`src/rtl/dmem_port_arbiter.sv`:
```
// Two-requester (CPU, AXI host) arbiter for a single-port data BRAM with 1-cycle read return.
// Define DMEM_ARB_FAIR_EN to add the AXI anti-starvation counter; default build is strict CPU priority.
module dmem_port_arbiter #(
  parameter int unsigned ADDR_W     = 12,
  parameter int unsigned STARVE_MAX = 8
) (
  input  logic              S_AXI_ACLK,
  input  logic              S_AXI_ARESETN,
  input  logic              cpu_req,
  input  logic              cpu_we,
  input  logic [ADDR_W-1:0] cpu_addr,
  input  logic [31:0]       cpu_wdata,
  input  logic [3:0]        cpu_wstrb,
  output logic              cpu_gnt,
  output logic              cpu_rvalid,
  output logic [31:0]       cpu_rdata,
  input  logic              axi_req,
  input  logic              axi_we,
  input  logic [ADDR_W-1:0] axi_addr,
  input  logic [31:0]       axi_wdata,
  input  logic [3:0]        axi_wstrb,
  output logic              axi_gnt,
  output logic              axi_rvalid,
  output logic [31:0]       axi_rdata,
  output logic              mem_en,
  output logic [3:0]        mem_we,
  output logic [ADDR_W-1:0] mem_addr,
  output logic [31:0]       mem_wdata,
  input  logic [31:0]       mem_rdata
);

  typedef enum logic [1:0] {
    LO_IDLE = 2'd0,
    LO_CPU  = 2'd1,
    LO_AXI  = 2'd2
  } last_owner_e;

  typedef enum logic [1:0] {
    RD_NONE = 2'd0,
    RD_CPU  = 2'd1,
    RD_AXI  = 2'd2
  } rd_owner_e;

  last_owner_e r_last_owner;
  last_owner_e w_last_owner_nxt;
  rd_owner_e   r_rd_owner;
  rd_owner_e   w_rd_owner_nxt;
  logic        w_force_axi;
  logic        w_cpu_win;
  logic        w_axi_win;

  // A zero threshold would collapse the starvation counter to zero width.
  if (STARVE_MAX == 0) begin : g_starve_max_check
    $error("dmem_port_arbiter: STARVE_MAX must be at least 1");
  end

`ifdef DMEM_ARB_FAIR_EN
  localparam int unsigned CNT_W = $clog2(STARVE_MAX + 1);

  logic [CNT_W-1:0] r_starve_cnt;

  // Counts consecutive denied AXI request cycles, saturating at the threshold.
  always_ff @(posedge S_AXI_ACLK or negedge S_AXI_ARESETN) begin
    if (!S_AXI_ARESETN) begin
      r_starve_cnt <= '0;
    end else if (!axi_req || w_axi_win) begin
      r_starve_cnt <= '0;
    end else if (r_starve_cnt != CNT_W'(STARVE_MAX)) begin
      r_starve_cnt <= r_starve_cnt + CNT_W'(1);
    end
  end

  assign w_force_axi = cpu_req && axi_req && (r_starve_cnt == CNT_W'(STARVE_MAX));
`else
  assign w_force_axi = 1'b0;
`endif

  // Grants are gated by reset so nothing is accepted while the block is held in reset.
  assign w_cpu_win = S_AXI_ARESETN && cpu_req && !w_force_axi;
  assign w_axi_win = S_AXI_ARESETN && axi_req && !w_cpu_win;
  assign cpu_gnt   = w_cpu_win;
  assign axi_gnt   = w_axi_win;

  // BRAM port mux and read-owner tag for the access granted this cycle.
  always_comb begin
    mem_en         = 1'b0;
    mem_we         = 4'b0000;
    mem_addr       = cpu_addr;
    mem_wdata      = cpu_wdata;
    w_rd_owner_nxt = RD_NONE;
    if (w_cpu_win) begin
      mem_en         = 1'b1;
      mem_we         = cpu_we ? cpu_wstrb : 4'b0000;
      w_rd_owner_nxt = cpu_we ? RD_NONE : RD_CPU;
    end else if (w_axi_win) begin
      mem_en         = 1'b1;
      mem_we         = axi_we ? axi_wstrb : 4'b0000;
      mem_addr       = axi_addr;
      mem_wdata      = axi_wdata;
      w_rd_owner_nxt = axi_we ? RD_NONE : RD_AXI;
    end
  end

  // Last-owner FSM: follows the winner every cycle, IDLE when nobody is granted.
  always_comb begin
    w_last_owner_nxt = r_last_owner;
    if (w_cpu_win) begin
      w_last_owner_nxt = LO_CPU;
    end else if (w_axi_win) begin
      w_last_owner_nxt = LO_AXI;
    end else begin
      w_last_owner_nxt = LO_IDLE;
    end
  end

  always_ff @(posedge S_AXI_ACLK or negedge S_AXI_ARESETN) begin
    if (!S_AXI_ARESETN) begin
      r_last_owner <= LO_IDLE;
      r_rd_owner   <= RD_NONE;
    end else begin
      r_last_owner <= w_last_owner_nxt;
      r_rd_owner   <= w_rd_owner_nxt;
    end
  end

  // Read data arrives from the BRAM one cycle after the grant; only the owner sees it.
  assign cpu_rvalid = (r_rd_owner == RD_CPU);
  assign axi_rvalid = (r_rd_owner == RD_AXI);
  assign cpu_rdata  = cpu_rvalid ? mem_rdata : 32'h0;
  assign axi_rdata  = axi_rvalid ? mem_rdata : 32'h0;

endmodule
```
`config.mk`:
```
export PLATFORM = sky130hd
export DESIGN_NAME = dmem_port_arbiter
export DESIGN_NICKNAME = d
export VERILOG_FILES = /design/src/rtl/dmem_port_arbiter.sv
export SDC_FILE = /design/constraint.sdc
export NUM_CORES = 1
export LEC_CHECK = 0
export CAP_MARGIN = 20
export CORE_AREA = 5 5 93 95
export DETAILED_ROUTE_END_ITERATION = 6
export DIE_AREA = 0 0 98 100
export GPL_TIMING_DRIVEN = 0
export MAX_ROUTING_LAYER = met4
export PLACE_DENSITY = 0.72
export SKIP_LAST_GASP = 1
export SLEW_MARGIN = 20
export SYNTH_ARGS = -nofsm -noshare
export SYNTH_HDL_FRONTEND = slang
export SYNTH_SLANG_ARGS = --single-unit
```
`constraint.sdc`:
```
create_clock -name S_AXI_ACLK -period 3.3 [get_ports S_AXI_ACLK]
set_clock_uncertainty 0.05 [all_clocks]
set_input_delay 0.66 -clock S_AXI_ACLK [delete_from_list [all_inputs] [get_ports S_AXI_ACLK]]
set_output_delay 0.66 -clock S_AXI_ACLK [all_outputs]
set_load 0.02 [all_outputs]
```
==> results of run 1 <==
## power by group through the flow
stage | combinational [mW] | clock, mW | sequential [mW]
3_5_place_dp | 0.476 | 0 | 0.0261
5_1_grt | 0.495 | 0.100 | 0.0260
2_1_floorplan | 0.185 | 0 | 0.0260
6_report | 0.473 | 0.0943 | 0.0258
3_3_place_gp | 0.472 | 0 | 0.0261
4_1_cts | 0.478 | 0.0983 | 0.0258
## placed cells by master (no fill, tap or decap)
cell type / synthesis / final
sky130_fd_sc_hd__inv_1: 1 / 1
sky130_fd_sc_hd__nor2_1: 1 / 1
sky130_fd_sc_hd__a32o_1: 4 / 4
sky130_fd_sc_hd__clkdlybuf4s50_1: 0 / 248
sky130_fd_sc_hd__mux2_4: 39 / 39
sky130_fd_sc_hd__buf_12: 4 / 4
sky130_fd_sc_hd__mux2_2: 5 / 5
sky130_fd_sc_hd__dlymetal6s2s_1: 0 / 2
sky130_fd_sc_hd__nor2b_1: 3 / 3
sky130_fd_sc_hd__and2_2: 1 / 1
sky130_fd_sc_hd__and2_1: 64 / 64
sky130_fd_sc_hd__nand3b_1: 1 / 1
sky130_fd_sc_hd__clkbuf_1: 6 / 6
sky130_fd_sc_hd__buf_6: 1 / 1
sky130_fd_sc_hd__and3_2: 1 / 1
sky130_fd_sc_hd__o21a_1: 1 / 1
sky130_fd_sc_hd__clkbuf_8: 0 / 3
sky130_fd_sc_hd__dfrtp_1: 2 / 2
## worst min-delay path by stage
stage                               to  slack [ns]  cells past startpoint
6_report       r_rd_owner[0]$_DFF_PN0_        0.24                      1
2_1_floorplan  r_rd_owner[0]$_DFF_PN0_        0.31                      0
3_3_place_gp   r_rd_owner[0]$_DFF_PN0_        0.83                      1
3_5_place_dp   r_rd_owner[1]$_DFF_PN0_        0.84                      1
4_1_cts        r_rd_owner[0]$_DFF_PN0_        0.62                      1
5_1_grt        r_rd_owner[0]$_DFF_PN0_        0.26                      1
## critical path, delay by kind of cell
family,cells,cell delay [ns]
buffers and inverters,4,1.41
AND/OR/NAND/NOR,1,0.13
multiplexers,1,0.31
## metal layers
| layer | share of wire [%] | vias up | wire length [um] |
|---|---|---|---|
| li1 | - | 964 | - |
| met1 | 37 | 834 | 2806 |
| met2 | 54 | 132 | 4069 |
| met3 | 8.1 | 10 | 618 |
| met4 | 1.3 | 0 | 97 |
| met5 | 0 | - | 0 |
## cell families (layout without fill, tap and decap cells)
| kind of cell | Yosys count | in the layout | synth area share, % |
|---|---|---|---|
| buffers and inverters | 12 | 265 | 9.030 |
| DFF | 2 | 2 | 3.843 |
| AOI/OAI and AO/OA | 5 | 5 | 3.651 |
| muxes | 44 | 44 | 49.28 |
| and+or+nand+nor | 71 | 71 | 34.20 |
## final cells by class
class / count / area (um^2)
fillers: 703 / 3669
inverters: 1 / 3.754
plain buffers: 11 / 113.9
clock buffers: 3 / 41.29
multi-input cells: 120 / 1135
well taps: 102 / 127.6
flip-flops and latches: 2 / 50.05
repair buffers: 250 / 2507
## what timing repair did
| item | CTS | global route |
|---|---|---|
| gates resized for setup | 0 | 2 |
| hold buffers | 0 | 0 |
| setup endpoints to repair | 0 | 43 |
==> key figures, run 1 <==
Outcome
  – Run status: finished, final reports clean

Place
  – Post-Place Setup Slack: 0.01944 ns
  – Global placer's final weighted congestion: 0.7957
  – Port-buffer cells: 250
  – Detailed Place HPWL: 6909 um
  – Placed cell areas: 3933 um^2
  – Count of placed standard cells including taps: just under 500

Routing
  – Via total after detailed routing: between 1.5k and 2k
  – Wire length reported by the detailed router: ~7600 um
  – Number of DRC markers in iteration 0: 24
  – Antenna-violating nets left: 0
  – Avg Vias per Cell: approximately 4.0
  – First drt pass iteration count: 4
  – Number of design rule violations left after detail routing: 0
  – Average wire length per cell after detail routing: 15.52 um

Timing
  – Endpoints failing hold: 0
  – Worst Setup Slack, final: 0.06917 ns
  – RSZ-0062 raised after global routing: no
  – Final setup violation count: 0
  – Max-slew violation count: 0
  – Time the final worst path needs with I/O delays and setup: 3.231 ns
  – Ratio of final minimum period to clock period: 97.90%
  – Final Hold Slack: 0.2385 ns
  – Aggregate negative setup slack: 0 ns
  – Fmax: 0.3095 GHz
  – Normalized max-slew margin: 69.08%
  – Least-Margin Pin Slew: approximately 0.46 ns

Yosys
  – Syn_nets: 268
  – Share of the yosys chip area belonging to registers: slightly below 4%
  – Post-synthesis instance total: 134
  – Register bit total from synthesis: 2
  – Count of different cell masters after synthesis: 15
  – Most used DFF post-synth: sky130_fd_sc_hd__dfrtp_1
  – Top-area cell type share of the netlist area: 44.96%
  – Synth top area cells: sky130_fd_sc_hd__mux2_4 45%, sky130_fd_sc_hd__and2_1 31%, sky130_fd_sc_hd__buf_12 6.1%, sky130_fd_sc_hd__mux2_2 4.3%, sky130_fd_sc_hd__dfrtp_1 3.8%
  – Mean area per synthesized cell: between 9 and 10 um^2
  – Most repeated cell in the gate-level netlist after synthesis: sky130_fd_sc_hd__and2_1
  – Synth top cells by count: 64 x sky130_fd_sc_hd__and2_1, 39 x sky130_fd_sc_hd__mux2_4, 6 x sky130_fd_sc_hd__clkbuf_1, 5 x sky130_fd_sc_hd__mux2_2
  – Share of synthesized registers carrying an async set or reset: 100.0%
  – Number of enable flip-flop cells after synthesis: 0
  – Library cell with the largest summed area after synthesis: sky130_fd_sc_hd__mux2_4
  – Syn Std Cell Area: 1302 um^2
  – Synthesis Warnings: 0

Power
  – Logic gate share of total power: 79.7%
  – Sequential cell fraction of total power: 4.4%
  – Peak supply drop: 0.07446 mV
  – Net switching power figure: 0.1833 mW
  – Switching fraction of total power: between 30% and 40%
  – Standby leakage power: 1.679 nW
  – Post-route total power: 0.5927 mW
  – Share of power burned in the clock network: 15.9%
  – Ratio of total power to cell area: 149.0 nW/um^2
  – Cell internal pwr: 0.4094 mW

Clock tree
  – Number of buffers inserted during clock tree synthesis: 3
  – TritonCTS clock tree: built
  – CTS max path bufs: 2
  – Clock-pin slew on the worst setup and hold paths: 0.03 ns
  – Number of H-tree branching levels: 1
  – Cell at the root of the clock tree: sky130_fd_sc_hd__clkbuf_8
  – Post-CTS setup-driven buffer insertion count: 0
  – Total number of clock tree sinks: 2

Worst setup path
  – Critical Path, Cell by Cell: clkdlybuf4s50_1 > nand3b_1 > buf_6 > buf_12 > mux2_4 > clkdlybuf4s50_1
  – Largest fanout of any net on the critical path: 10
  – CP max stage delay: 0.55 ns
  – CP max-delay cell: sky130_fd_sc_hd__clkdlybuf4s50_1
  – CP arrival: 2.52 ns
  – End point of the critical path: mem_addr[9]
  – Worst Path Class, Setup: input pin to primary output
  – Most prevalent standard cell on the critical path: sky130_fd_sc_hd__clkdlybuf4s50_1
  – Origin of the worst setup path: cpu_req
  – Type of element launching the critical path: input pin
  – Worst Setup End Kind: primary output
  – Critical path data required time: 2.59 ns

Cells and area
  – Final core area utilization: 52.03%
  – Max reg flops: 2
  – Largest registers ranked by flip-flop count: r_rd_owner x2
  – Ratio of cells with drive above 1 in the final layout: 13.95%
  – Total non-filler cell area in the finished layout: slightly below 4000 um^2
  – NumNets Final: 523
  – Post-route insts no fill: 489
  – Count of antenna diodes in the layout: 0
  – Biggest register: r_rd_owner
  – Signed area change from the synthesized netlist to the final layout: 205.5%

Hold path
  – Class of the tightest hold or removal check: input pin to async pin

Global route
  – Wire length of the first global-routing pass: 10700 um
  – GR Util met1: 14.33%
  – Largest net degree at the start of global routing: 11
  – Overall routing resource usage: 14.08%
  – Number of global-route vias before repair: 2080
  – GRT met3 Usage: 3.336%
  – Global-route met2 utilization: 27.54%
  – Total congestion overflow after global routing: 0
  – Busiest layer in global routing: met2
  – Number of antenna violations at the first check in global routing: 0

Die
  – Die extent in x: ~98 um
  – Full die area: 9800 um^2
  – Count of standard-cell rows: 32
  – Starting density of the core: 17.03%
  – Overall die height: about 100 um
  – Core area: 7647 um^2
  – Number of primary I/O pins: roughly 250

Run
  – # Max-Cap Violations: 0
(Power assumes the default switching activity.)
==> inputs of run 2 (changes only) <==
- CTS_BUF_LIST: unset -> sky130_fd_sc_hd__clkbuf_4 sky130_fd_sc_hd__clkbuf_8
- RECOVER_POWER: unset -> 100
==> key figures, run 2 (synthesis results as in run 1) <==
Clock tree
  – CTS max path bufs: 2 (unchanged)
  – Post-CTS setup-driven buffer insertion count: 0 (unchanged)
  – Cts hold-fix bufs: 0 (unchanged)
  – Total number of clock tree sinks: 2 (unchanged)
  – Clock-pin slew on the worst setup and hold paths: 0.03 ns (about the same)
  – Number of H-tree branching levels: 1 (unchanged)
  – TritonCTS clock tree: built
  – Number of buffers inserted during clock tree synthesis: 3 (unchanged)
  – Cell at the root of the clock tree: sky130_fd_sc_hd__clkbuf_8

Worst setup path
  – Worst Setup End Kind: primary output
  – CP max-delay cell: sky130_fd_sc_hd__clkdlybuf4s50_1
  – Critical path data required time: 2.59 ns (about the same)
  – Type of element launching the critical path: input pin
  – Worst Path Class, Setup: input pin to primary output
  – CP arrival: 2.52 ns (about the same)
  – Largest fanout of any net on the critical path: 10 (unchanged)
  – CP max stage delay: 0.55 ns (about the same)
  – Worst path buffer plus inverter count: 4 (unchanged)
  – Origin of the worst setup path: cpu_req
  – Cell family with most CP delay: buffers and inverters
  – Critical Path, Cell by Cell: clkdlybuf4s50_1 > nand3b_1 > buf_6 > buf_12 > mux2_4 > clkdlybuf4s50_1
  – Most prevalent standard cell on the critical path: sky130_fd_sc_hd__clkdlybuf4s50_1

Cells and area
  – Signed area change from the synthesized netlist to the final layout: 204.8%
  – Post-route insts no fill: 489 (unchanged)
  – Largest registers ranked by flip-flop count: r_rd_owner x2
  – Ratio of cells with drive above 1 in the final layout: 13.95% (unchanged)
  – Count of antenna diodes in the layout: 0 (unchanged)
  – Leading cell types in the layout, fill and taps excluded: 174 x sky130_fd_sc_hd__clkdlybuf4s50_1, 74 x sky130_fd_sc_hd__dlygate4sd3_1, 64 x sky130_fd_sc_hd__and2_1
  – Max reg flops: 2 (unchanged)
  – Biggest register: r_rd_owner
  – Most frequent standard cell in the layout excluding fill and tap cells: sky130_fd_sc_hd__clkdlybuf4s50_1
  – NumNets Final: 523 (unchanged)
  – Final core area utilization: 51.91% (-0.11 points)

Place
  – Global placer's final weighted congestion: 0.7957 (unchanged)
  – Count of placed standard cells including taps: 486 (unchanged)
  – Detailed Place HPWL: 6909 um (unchanged)
  – Port-buffer cells: 250 (unchanged)

Power
  – Ratio of total power to cell area: 146.6 nW/um^2 (-1.6%)
  – Standby leakage power: 1.892 nW (+13%)
  – Post-route total power: 0.5820 mW (-1.8%)
  – Peak supply drop: 0.07442 mV (about the same)

Timing
  – Final setup violation count: 0 (unchanged)
  – Aggregate negative setup slack: 0 ns (unchanged)
  – Normalized max-slew margin: 69.07% (about the same)
  – Time the final worst path needs with I/O delays and setup: 3.231 ns (-0.00007680 ns)
  – Fmax: 0.3095 GHz (about the same)
  – Endpoints failing hold: 0 (unchanged)
  – Ratio of final minimum period to clock period: 97.90% (about the same)
  – RSZ-0062 raised after global routing: no
  – Least-Margin Pin Slew: 0.4630 ns (+0.0001407 ns)
  – Max-slew violation count: 0 (unchanged)

Global route
  – Wire length of the first global-routing pass: 10700 um (unchanged)
  – Total congestion overflow after global routing: 0 (unchanged)
  – Overall routing resource usage: 14.08% (unchanged)
  – Number of antenna violations at the first check in global routing: 0 (unchanged)
  – Number of global-route vias before repair: 2080 (unchanged)
  – Largest net degree at the start of global routing: 11 (unchanged)

Die
  – Core area: 7647 um^2 (unchanged)
  – Count of standard-cell rows: 32 (unchanged)
  – Starting density of the core: 17.03% (unchanged)
  – Die extent in x: 98 um (unchanged)
  – Number of primary I/O pins: 251 (unchanged)
  – Overall die height: 100 um (unchanged)
  – Full die area: 9800 um^2 (unchanged)

Routing
  – Average wire length per cell after detail routing: 15.46 um (-0.38%)
  – Number of DRC markers in iteration 0: 23 (-4.2%)
  – Wire length reported by the detailed router: 7562 um (-0.38%)
  – Via total after detailed routing: 1939 (-0.052%)
  – First drt pass iteration count: 3 (-1)
  – Avg Vias per Cell: 3.965 (about the same)
  – Antenna-violating nets left: 0 (unchanged)
  – Number of design rule violations left after detail routing: 0 (unchanged)

Run
  – # Max-Cap Violations: 0 (unchanged)

Outcome
  – Run status: finished, final reports clean

Hold path
  – Class of the tightest hold or removal check: input pin to async pin
[run 2: cell count changes in the layout (fill, tap and decap cells not counted), sizes merged]
cell	delta
dlymetal6s2s	-1
dlygate4sd3	+74
clkdlybuf4s50	-74
clkbuf	+1
[run 2: repair_timing]
| item | CTS | global route |
|---|---|---|
| setup endpoints to repair | 0 | 43 |
| gates resized for setup | 0 | 2 |
| endpoints found under the hold margin | 0 | 0 |
[run 2: layout make-up]
class,count,area (um^2)
fillers,706,3677
repair buffers,250,2499
well taps,102,127.6
inverters,1,3.754
flip-flops and latches,2,50.05
clock buffers,3,41.29
plain buffers,11,113.9
multi-input cells,120,1135
[run 2: final timing paths]
kind	to	cells after the start
worst max-delay path	mem_addr[9]	6
worst min-delay path	r_rd_owner[0]$_DFF_PN0_	1
max in group asynchronous	r_rd_owner[1]$_DFF_PN0_	1
min in group S_AXI_ACLK	r_rd_owner[0]$_DFF_PN0_	3
[run 2: per-layer routing]
metal  track usage, %  up-vias  part of all wire (%)
met4            2.556        0                   1.3
li1                 -      964                     -
met1            14.33      833                    37
met5                -        -                     0
met3            3.336       10                   8.2
met2            27.54      132                    54
[run 2: metrics by stage]
stage	setup slack (ns)	hold WS, ns	cell area, um^2
finish	0.06925	0.2385	3970
global route	0.001365	0.2581	3970
CTS	0.01399	0.6195	3974
detailed placement	0.01944	0.8402	3933
global placement	0.04111	0.8316	3933
floorplan	1.091	0.3144	1303
[run 2: power breakdown]
part	internal, mW	switching, mW
registers	0.0255	0.000323
clock network	0.0770	0.0174
logic	0.297	0.164
==> inputs of run 3 (changes only) <==
- CORE_AREA: 5 5 93 95 -> 10 10 88 90
- PLACE_DENSITY: 0.72 -> 0.88
==> key figures, run 3 (synthesis results as in run 1) <==
Timing
  – Fmax: 0.3111 GHz (+0.50%)
  – RSZ-0062 raised after global routing: no
  – Time the final worst path needs with I/O delays and setup: 3.215 ns (-0.01599 ns)
  – Least-Margin Pin Slew: 0.3877 ns (-0.07535 ns)
  – Normalized max-slew margin: 74.10% (+5.0 points)
  – Final setup violation count: 0 (unchanged)
  – Aggregate negative setup slack: 0 ns (unchanged)
  – Ratio of final minimum period to clock period: 97.42% (-0.48 points)
  – Worst Setup Slack, final: 0.08524 ns (+0.01599 ns)
  – Max-slew violation count: 0 (unchanged)
  – Endpoints failing hold: 0 (unchanged)
  – Final Hold Slack: 0.6056 ns (+0.3670 ns)

Cells and area
  – Total non-filler cell area in the finished layout: 3699 um^2 (-6.8%)
  – Biggest register: r_rd_owner
  – Ratio of cells with drive above 1 in the final layout: 13.95% (unchanged)
  – Final core area utilization: 60.31% (+8.4 points)
  – Most frequent standard cell in the layout excluding fill and tap cells: sky130_fd_sc_hd__clkdlybuf4s50_1
  – Max reg flops: 2 (unchanged)
  – Count of antenna diodes in the layout: 0 (unchanged)
  – Leading cell types in the layout, fill and taps excluded: 137 x sky130_fd_sc_hd__clkdlybuf4s50_1, 74 x sky130_fd_sc_hd__dlygate4sd3_1, 64 x sky130_fd_sc_hd__and2_1
  – Signed area change from the synthesized netlist to the final layout: 184.0%
  – Largest registers ranked by flip-flop count: r_rd_owner x2
  – NumNets Final: 523 (unchanged)

Worst setup path
  – Origin of the worst setup path: S_AXI_ARESETN
  – CP arrival: 2.50 ns (-0.02 ns)
  – Worst Path Class, Setup: input pin to primary output
  – Largest fanout of any net on the critical path: 10 (unchanged)
  – Worst Setup End Kind: primary output
  – Critical path data required time: 2.59 ns (about the same)
  – Type of element launching the critical path: input pin

Global route
  – Number of antenna violations at the first check in global routing: 0 (unchanged)
  – Number of global-route vias before repair: 2270 (+9.1%)
  – GRT met3 Usage: 5.563% (+2.2 points)
  – Largest net degree at the start of global routing: 11 (unchanged)
  – Wire length of the first global-routing pass: 13140 um (+23%)
  – Total congestion overflow after global routing: 0 (unchanged)
  – Global-route met2 utilization: 34.16% (+6.6 points)
  – GR Util met1: 16.13% (+1.8 points)
  – Busiest layer in global routing: met2
  – Overall routing resource usage: 17.53% (+3.4 points)

Place
  – Placed cell areas: 3901 um^2 (-0.80%)
  – Detailed Place HPWL: 8615 um (+25%)
  – Port-buffer cells: 250 (unchanged)
  – Post-Place Setup Slack: 0.01491 ns (-0.004535 ns)
  – Global placer's final weighted congestion: 0.8576 (+7.8%)

Routing
  – Average wire length per cell after detail routing: 19.98 um (+29%)
  – Number of DRC markers in iteration 0: 34 (+48%)
  – Antenna-violating nets left: 0 (unchanged)
  – Wire length reported by the detailed router: 9272 um (+23%)
  – Avg Vias per Cell: 4.239 (+6.9%)
  – Via total after detailed routing: 1967 (+1.4%)
  – Number of design rule violations left after detail routing: 0 (unchanged)
  – First drt pass iteration count: 4 (+1)

Power
  – Ratio of total power to cell area: 149.2 nW/um^2 (+1.8%)
  – Standby leakage power: 1.779 nW (-5.9%)
  – Peak supply drop: 0.1131 mV (+52%)

Clock tree
  – Clock-pin slew on the worst setup and hold paths: 0.03 ns (about the same)
  – Total number of clock tree sinks: 2 (unchanged)
  – Cell at the root of the clock tree: sky130_fd_sc_hd__clkbuf_8
  – Number of H-tree branching levels: 1 (unchanged)
  – TritonCTS clock tree: built
  – Number of buffers inserted during clock tree synthesis: 3 (unchanged)
  – CTS max path bufs: 2 (unchanged)

Run
  – # Max-Cap Violations: 0 (unchanged)

Outcome
  – Run status: finished, final reports clean

Die
  – Count of standard-cell rows: 29 (-9.4%)
  – Core area: 6132 um^2 (-20%)
  – Full die area: 9800 um^2 (unchanged)
  – Die extent in x: 98 um (unchanged)
  – Starting density of the core: 21.24% (+4.2 points)
  – Overall die height: 100 um (unchanged)
  – Number of primary I/O pins: 251 (unchanged)

Hold path
  – Class of the tightest hold or removal check: input pin to async pin
## run 3: changes by cell type in the layout (fill, tap and decap cells not counted)
cell / change
sky130_fd_sc_hd__clkbuf_1: +38
sky130_fd_sc_hd__clkdlybuf4s50_1: -37
sky130_fd_sc_hd__dlymetal6s2s_1: -1
## run 3: worst max-delay path by stage
stage          cells after the start  slack (ns)            end
2_1_floorplan                      4        1.09      mem_we[0]
3_3_place_gp                       6        0.04   mem_wdata[4]
3_5_place_dp                       6        0.01  mem_wdata[11]
4_1_cts                            6        0.02  mem_wdata[11]
5_1_grt                            6       0.002  mem_wdata[27]
6_report                           6        0.09  mem_wdata[27]
## run 3: where the power goes
group / switching, mW / leakage (nW) / internal (mW)
Sequential: 0.000300 / 0.0272 / 0.0255
Clock: 0.0194 / 0.0216 / 0.0771
Combinational: 0.173 / 1.73 / 0.257
## run 3: layout make-up
cell class,count,area [um^2]
Fill cell,545,2434
Timing Repair Buffer,250,2258
Multi-Input combinational cell,120,1135
Buffer,11,113.9
Tap cell,77,96.34
Sequential cell,2,50.05
Clock buffer,3,41.29
Inverter,1,3.754
## run 3: what timing repair did
| action | in CTS | in global routing |
|---|---|---|
| endpoints found under the setup margin | 0 | 39 |
| hold endpoints to repair | 0 | 0 |
| hold buffers | 0 | 0 |
| gates resized for setup | 0 | 39 |
| buffers inserted | 0 | 0 |
## run 3: critical path, stage by stage
cell and delay [ns]:
sky130_fd_sc_hd__clkdlybuf4s50_1 0.56, sky130_fd_sc_hd__nand3b_1 0.12, sky130_fd_sc_hd__buf_6 0.18, sky130_fd_sc_hd__buf_12 0.15, sky130_fd_sc_hd__mux2_4 0.29, sky130_fd_sc_hd__clkdlybuf4s50_1 0.54
## run 3: through the flow
stage               std cells  power [mW]
finish                    464      0.5520
global route              464      0.5814
CTS                       464      0.6122
detailed placement        461      0.5105
global placement          461      0.5015
floorplan                 134      0.2106
## run 3: metal layers
metal	vias up	routed length, um
met5	-	0
met4	0	182
met3	14	758
met2	111	5424
met1	877	2907
li1	965	-
